===== config.mk =====
export PLATFORM = sky130hd
export DESIGN_NAME = uart_sync_fifo
export DESIGN_NICKNAME = d
export VERILOG_FILES = /design/src/rtl/uart_pkg.sv /design/src/rtl/uart_fifo_mem.sv /design/src/rtl/uart_sync_fifo.sv
export SDC_FILE = /design/constraint.sdc
export NUM_CORES = 1
export LEC_CHECK = 0
export ABC_AREA = 1
export BUFFER_PORTS_ARGS = -buffer_cell sky130_fd_sc_hd__buf_2
export CAP_MARGIN = 20
export CORE_MARGIN = 2
export CORE_UTILIZATION = 30
export CTS_CLUSTER_SIZE = 20
export DETAILED_ROUTE_END_ITERATION = 10
export GPL_ROUTABILITY_DRIVEN = 0
export GPL_TIMING_DRIVEN = 0
export PLACE_DENSITY = 0.47
export SLEW_MARGIN = 25
export SYNTH_ARGS = -nofsm -noshare
export SYNTH_HDL_FRONTEND = slang
export SYNTH_HIERARCHICAL = 1
export SYNTH_SLANG_ARGS = --single-unit

===== constraint.sdc =====
create_clock -name wb_clk_i -period 4.1 [get_ports wb_clk_i]
set_input_delay 0.205 -clock wb_clk_i [delete_from_list [all_inputs] [get_ports wb_clk_i]]
set_output_delay 0.205 -clock wb_clk_i [all_outputs]
set_load 0.03 [all_outputs]

===== src/rtl/uart_pkg.sv =====
// uart_pkg: shared UART datapath constants (data width, FIFO depth, control-block register offsets)
package uart_pkg;
  localparam int UART_DATA_W = 8;
  localparam int UART_FIFO_DEPTH = 16;
  localparam logic [31:0] UART_RX_DATA = 32'h3000_0000;
  localparam logic [31:0] UART_TX_DATA = 32'h3000_0004;
endpackage


===== src/rtl/uart_fifo_mem.sv =====
// uart_fifo_mem: DEPTH x DATA_W unreset register array; ports wb_clk_i, sync write (we, waddr, wdata), async read (raddr -> rdata)
module uart_fifo_mem
  import uart_pkg::*;
#(
  parameter int DATA_W = UART_DATA_W,
  parameter int DEPTH = UART_FIFO_DEPTH,
  localparam int AW = $clog2(DEPTH)
) (
  input  logic              wb_clk_i,
  input  logic              we,
  input  logic [AW-1:0]     waddr,
  input  logic [DATA_W-1:0] wdata,
  input  logic [AW-1:0]     raddr,
  output logic [DATA_W-1:0] rdata
);
  logic [DATA_W-1:0] mem [DEPTH];
  always_ff @(posedge wb_clk_i)
    if (we) mem[waddr] <= wdata;
  assign rdata = mem[raddr];
endmodule


===== src/rtl/uart_sync_fifo.sv =====
// uart_sync_fifo: FWFT sync FIFO; in wb_clk_i wb_rst_i push_i data_i pop_i flush_i clr_err_i thresh_i; out data_o cnt_o empty_o full_o ovf_o udf_o irq_o; irq_o built only with UART_FIFO_THRESH_IRQ_EN
module uart_sync_fifo
  import uart_pkg::*;
#(
  parameter int DATA_W = UART_DATA_W,
  parameter int DEPTH = UART_FIFO_DEPTH,
  parameter int CNT_W = $clog2(DEPTH) + 1
) (
  input  logic              wb_clk_i,
  input  logic              wb_rst_i,
  input  logic              push_i,
  input  logic [DATA_W-1:0] data_i,
  input  logic              pop_i,
  output logic [DATA_W-1:0] data_o,
  input  logic              flush_i,
  input  logic              clr_err_i,
  input  logic [CNT_W-1:0]  thresh_i,
  output logic [CNT_W-1:0]  cnt_o,
  output logic              empty_o,
  output logic              full_o,
  output logic              ovf_o,
  output logic              udf_o,
  output logic              irq_o
);
  localparam int AW = $clog2(DEPTH);
  localparam int PW = AW + 1;
  if (DEPTH < 2 || (DEPTH & (DEPTH - 1)) != 0) begin : g_bad_depth
    $error("uart_sync_fifo: DEPTH must be a power of two >= 2");
  end
  logic [PW-1:0] wr_ptr, rd_ptr;
  logic do_push, do_pop;
  assign empty_o = wr_ptr == rd_ptr;
  assign full_o = (wr_ptr[AW] != rd_ptr[AW]) && (wr_ptr[AW-1:0] == rd_ptr[AW-1:0]);
  assign cnt_o = CNT_W'(wr_ptr - rd_ptr);
  assign do_push = push_i && (!full_o || pop_i) && !flush_i;
  assign do_pop = pop_i && !empty_o && !flush_i;
  always_ff @(posedge wb_clk_i) begin
    wr_ptr <= (wb_rst_i || flush_i) ? '0 : wr_ptr + (do_push ? PW'(1) : PW'(0));
    rd_ptr <= (wb_rst_i || flush_i) ? '0 : rd_ptr + (do_pop ? PW'(1) : PW'(0));
    ovf_o <= !wb_rst_i && ((push_i && full_o && !pop_i && !flush_i) || (ovf_o && !clr_err_i));
    udf_o <= !wb_rst_i && ((pop_i && empty_o && !flush_i) || (udf_o && !clr_err_i));
  end
`ifdef UART_FIFO_THRESH_IRQ_EN
  always_ff @(posedge wb_clk_i)
    irq_o <= !wb_rst_i && thresh_i != '0 && cnt_o >= thresh_i;
`else
  logic unused_thresh;
  assign unused_thresh = ^thresh_i;
  assign irq_o = 1'b0;
`endif
  uart_fifo_mem #(.DATA_W(DATA_W), .DEPTH(DEPTH)) u_mem (
    .wb_clk_i(wb_clk_i),
    .we(do_push),
    .waddr(wr_ptr[AW-1:0]),
    .wdata(data_i),
    .raddr(rd_ptr[AW-1:0]),
    .rdata(data_o)
  );
endmodule


==> qor.tcl <==
set qor(top_family_by_delay_on_critical_path) {simple AND/OR/NAND/NOR gates}
set qor(drt-pass1-iter-count) 5
set qor(worst_slew_margin_rel) 0.365
set qor(total_number_of_placement_rows) 53
set qor(vdd_ir_drop_max_uv) 234
set qor(synth_top_cell_by_area) {sky130_fd_sc_hd__edfxtp_1}
set qor(crit-reg2reg-launch) {rd_ptr[3]}
set qor(post_synth_edffs) 128
set qor(htree_levels) 4
set qor(worst_hold_path.num_cells) 4
set qor(route.detailed.drc) 0
set qor(clock_sinks) 140
set qor(syn_area_sq_um) 6350
set qor(post_synth_inst_count) 640
set qor(numCtsBuffers) 17
set qor(hpwlAfterDp_um) 11200
set qor(ys_ff_latch) 140
set qor(track_usage) 0.154
set qor(critical_path_peak_fanout) 8
set qor(finalHoldViolCount) 0
set qor(first_pass_grt_wire_length_um) 24900
set qor(die_w_um) 149
set qor(most_repeated_cell_in_the_gate_level_netlist_after_synthesis) {sky130_fd_sc_hd__nand2_1}
set qor(io_pins) 37
set qor(die_height_um) 149
set qor(synthToLayoutAreaGrowth_pct) 16.7
set qor(floorplan.initialDensity) 0.304
set qor(clkLatencyLatePin_ns) 0.42
set qor(number_of_antenna_violations_at_the_first_check_in_global_routing) 0
set qor(setup_viol) 0
set qor(cts_root_buf) {sky130_fd_sc_hd__clkbuf_16}
set qor(outcome) {complete, no violations}
set qor(skew_ns) 0.00653
set qor(timing_worst_setup_path_type) {register to register}
set qor(crit-reg2reg-capture) {u_mem/mem[12][6]}
set qor(crit_chain) {inv_1 > ha_1 > nand2_1 > nor2_2 > inv_1 > nor2_2 > nand2_1 > nand2_1 > inv_1 > nand3_1 > nor2_1}
set qor(post-cts-setup-buffer-count) 0
set qor(post_synth.cell_area_avg_sq_um) 9.92
set qor(max_cap_check_violation_count) 0
set qor(critical_path.max_stage_delay_ns) 0.78
set qor(antennaDiodeCount) 0
set qor(synth-async-reset-ratio) 0
set qor(ys_warn_count) 6
set qor(pwr_density_nw_per_um2) 417
set qor(post-synth-top-area-fraction) 0.605
set qor(route.final.wire_length_um) 16100
set qor(detailroute.via_count) 4450
set qor(final.min_clock_period_ns) 2.83
set qor(number_of_global_route_vias_before_repair) 4533
set qor(cp.arrival_ns) 2.87
set qor(final_cell_count_no_fill) 978
set qor(ys_top_cells_by_count) {188 x sky130_fd_sc_hd__nand2_1, 128 x sky130_fd_sc_hd__edfxtp_1, 121 x sky130_fd_sc_hd__inv_1}
set qor(clk_pin_slew_ns) 0.06
set qor(synthFlopType) {sky130_fd_sc_hd__edfxtp_1}
set qor(antenna_violating_nets_post_route) 0
set qor(dp.cells) 945
set qor(ys_top_cells_by_area) {sky130_fd_sc_hd__edfxtp_1 61%, sky130_fd_sc_hd__nand2_1 11%, sky130_fd_sc_hd__nand3_1 8.0%, sky130_fd_sc_hd__inv_1 7.2%, sky130_fd_sc_hd__dfxtp_1 3.8%}
set qor(drt-wirelength-per-cell_um) 16.5
set qor(timing.reg2reg.setup_slack_ns) 1.27
set qor(timing.final.max_slew_violations) 0
set qor(ys_types) 29
set qor(synth_seq_area_share) 0.643
set qor(cts.path.max_buffers) 2
set qor(die-area_sq_um) 22300
set qor(cts_tree) {yes}
set qor(worstRegToRegCells) 11
set qor(drt_first_iter_violations) 363
set qor(synthesis.nets) 668
set qor(grt_start_max_net_pins) 17
set qor(worst_setup_path_end_kind) {register}
set qor(fin_tns_setup_ns) 0
set qor(overflow) 0
set qor(route.detailed.vias_per_inst) 4.55
set qor(timing.critical_path.required_ns) 4.14
set qor(worst_slew_pin_slew_ns) 0.949
set qor(cts_repair_resizes) 0
set qor(design.final.nets) 718
set qor(timing.final.crit_share) 0.690
set qor(hold_class) {input pin to register}
set qor(io_buffers) 30
set qor(startpoint_type) {register}
set qor(rsz0062_at_grt) {no}
set qor(path_buf_inv) 3
set qor(timing.critical_path.slowest_stage_cell) {sky130_fd_sc_hd__nor2_1}
set qor(core-area_sq_um) 20900
set qor(layout-drive-gt1-share) 0.132
set qor(crit_cells) 11
set qor(timing.critical_path.to) {u_mem/mem[12][6]}
set qor(critical_path.startpoint) {rd_ptr[3]}
set qor(p_leak_uw) 0.00314
set qor(clock.fmax_ghz) 0.354
-- logic make-up after synthesis --
logic type,count (synthesis),synth area share
buf+inv,149,0.102
simple gates,324,0.216
other cells,1,0.000591
flops,140,0.643
fa+ha+maj,9,0.0189
xor+xnor,3,0.00414
compound gates,14,0.0148
-- flip-flops by register name, indices dropped and copies added (netlist names) --
signal / cells
ovf_o: 1
rd_ptr: 5
u_mem/mem: 128
udf_o: 1
wr_ptr: 5
-- report_power, final --
group | total (uW) | internal, uW | switching (uW) | leakage [uW]
logic | 90.9 | 22.7 | 68.2 | 0.00163
clock network | 1440 | 879 | 556 | 0.000268
registers | 1570 | 1560 | 2.12 | 0.00125
-- metrics by stage --
step / total power (uW) / hold slack (ns) / setup WS, ns / utilization / area, sq um
global placement: 1690 / 0.391 / 1.35 / 0.328 / 6840
detailed placement: 1690 / 0.397 / 1.31 / 0.328 / 6840
finish: 3090 / 0.0487 / 1.27 / 0.355 / 7410
floorplan: 1640 / 0.267 / 1.87 / - / 6350
global route: 3190 / 0.0603 / 1.10 / 0.355 / 7410
CTS: 3130 / 0.0307 / 1.30 / 0.355 / 7410
-- layout make-up --
| class | instances | area (sq um) |
|---|---|---|
| fillers | 2101 | 13500 |
| flip-flops and latches | 140 | 4080 |
| multi-input cells | 351 | 1620 |
| inverters | 123 | 462 |
| clock buffers | 17 | 425 |
| well taps | 275 | 344 |
| plain buffers | 26 | 185 |
| repair buffers | 31 | 160 |
| clock inverters | 15 | 131 |
-- cells in the final DEF (no fill, tap or decap), types with 4 or more instances in the layout --
| cell type | instances |
|---|---|
| sky130_fd_sc_hd__nand2_1 | 188 |
| sky130_fd_sc_hd__buf_6 | 7 |
| sky130_fd_sc_hd__dfxtp_1 | 12 |
| sky130_fd_sc_hd__nand3_1 | 101 |
| sky130_fd_sc_hd__edfxtp_1 | 128 |
| sky130_fd_sc_hd__inv_1 | 121 |
| sky130_fd_sc_hd__buf_4 | 5 |
| sky130_fd_sc_hd__a21oi_1 | 5 |
| sky130_fd_sc_hd__clkinv_2 | 5 |
| sky130_fd_sc_hd__clkbuf_16 | 17 |
| sky130_fd_sc_hd__ha_1 | 8 |
| sky130_fd_sc_hd__buf_2 | 43 |
| sky130_fd_sc_hd__nor2_1 | 25 |
| sky130_fd_sc_hd__clkinv_1 | 4 |
-- timing repair --
| item | CTS | global route |
|---|---|---|
| hold buffers | 1 | 0 |
| hold endpoints to repair | 2 | 0 |
| setup endpoints to repair | 0 | 0 |
-- how the worst min path moves through the flow --
stage	from	endpoint	slack (ns)
detailed placement	wb_rst_i	udf_o	0.40
floorplan	wb_rst_i	udf_o	0.27
finish	clr_err_i	ovf_o	0.05
global route	clr_err_i	ovf_o	0.06
CTS	clr_err_i	ovf_o	0.03
global placement	wb_rst_i	udf_o	0.39
-- tightest hold or removal path, cell delays in order --
cell	delay, ns
sky130_fd_sc_hd__buf_2	0.07
sky130_fd_sc_hd__inv_1	0.04
sky130_fd_sc_hd__nand2_1	0.05
sky130_fd_sc_hd__a21oi_1	0.05
-- routing by layer --
layer	vias up	wire, um	GRT usage
met5	-	0	0
met4	0	435	0.0705
met3	29	805	0.0280
met2	114	7840	0.258
met1	2157	7040	0.194
li1	2150	-	-
Note: power is estimated with default switching activity, not from simulation.
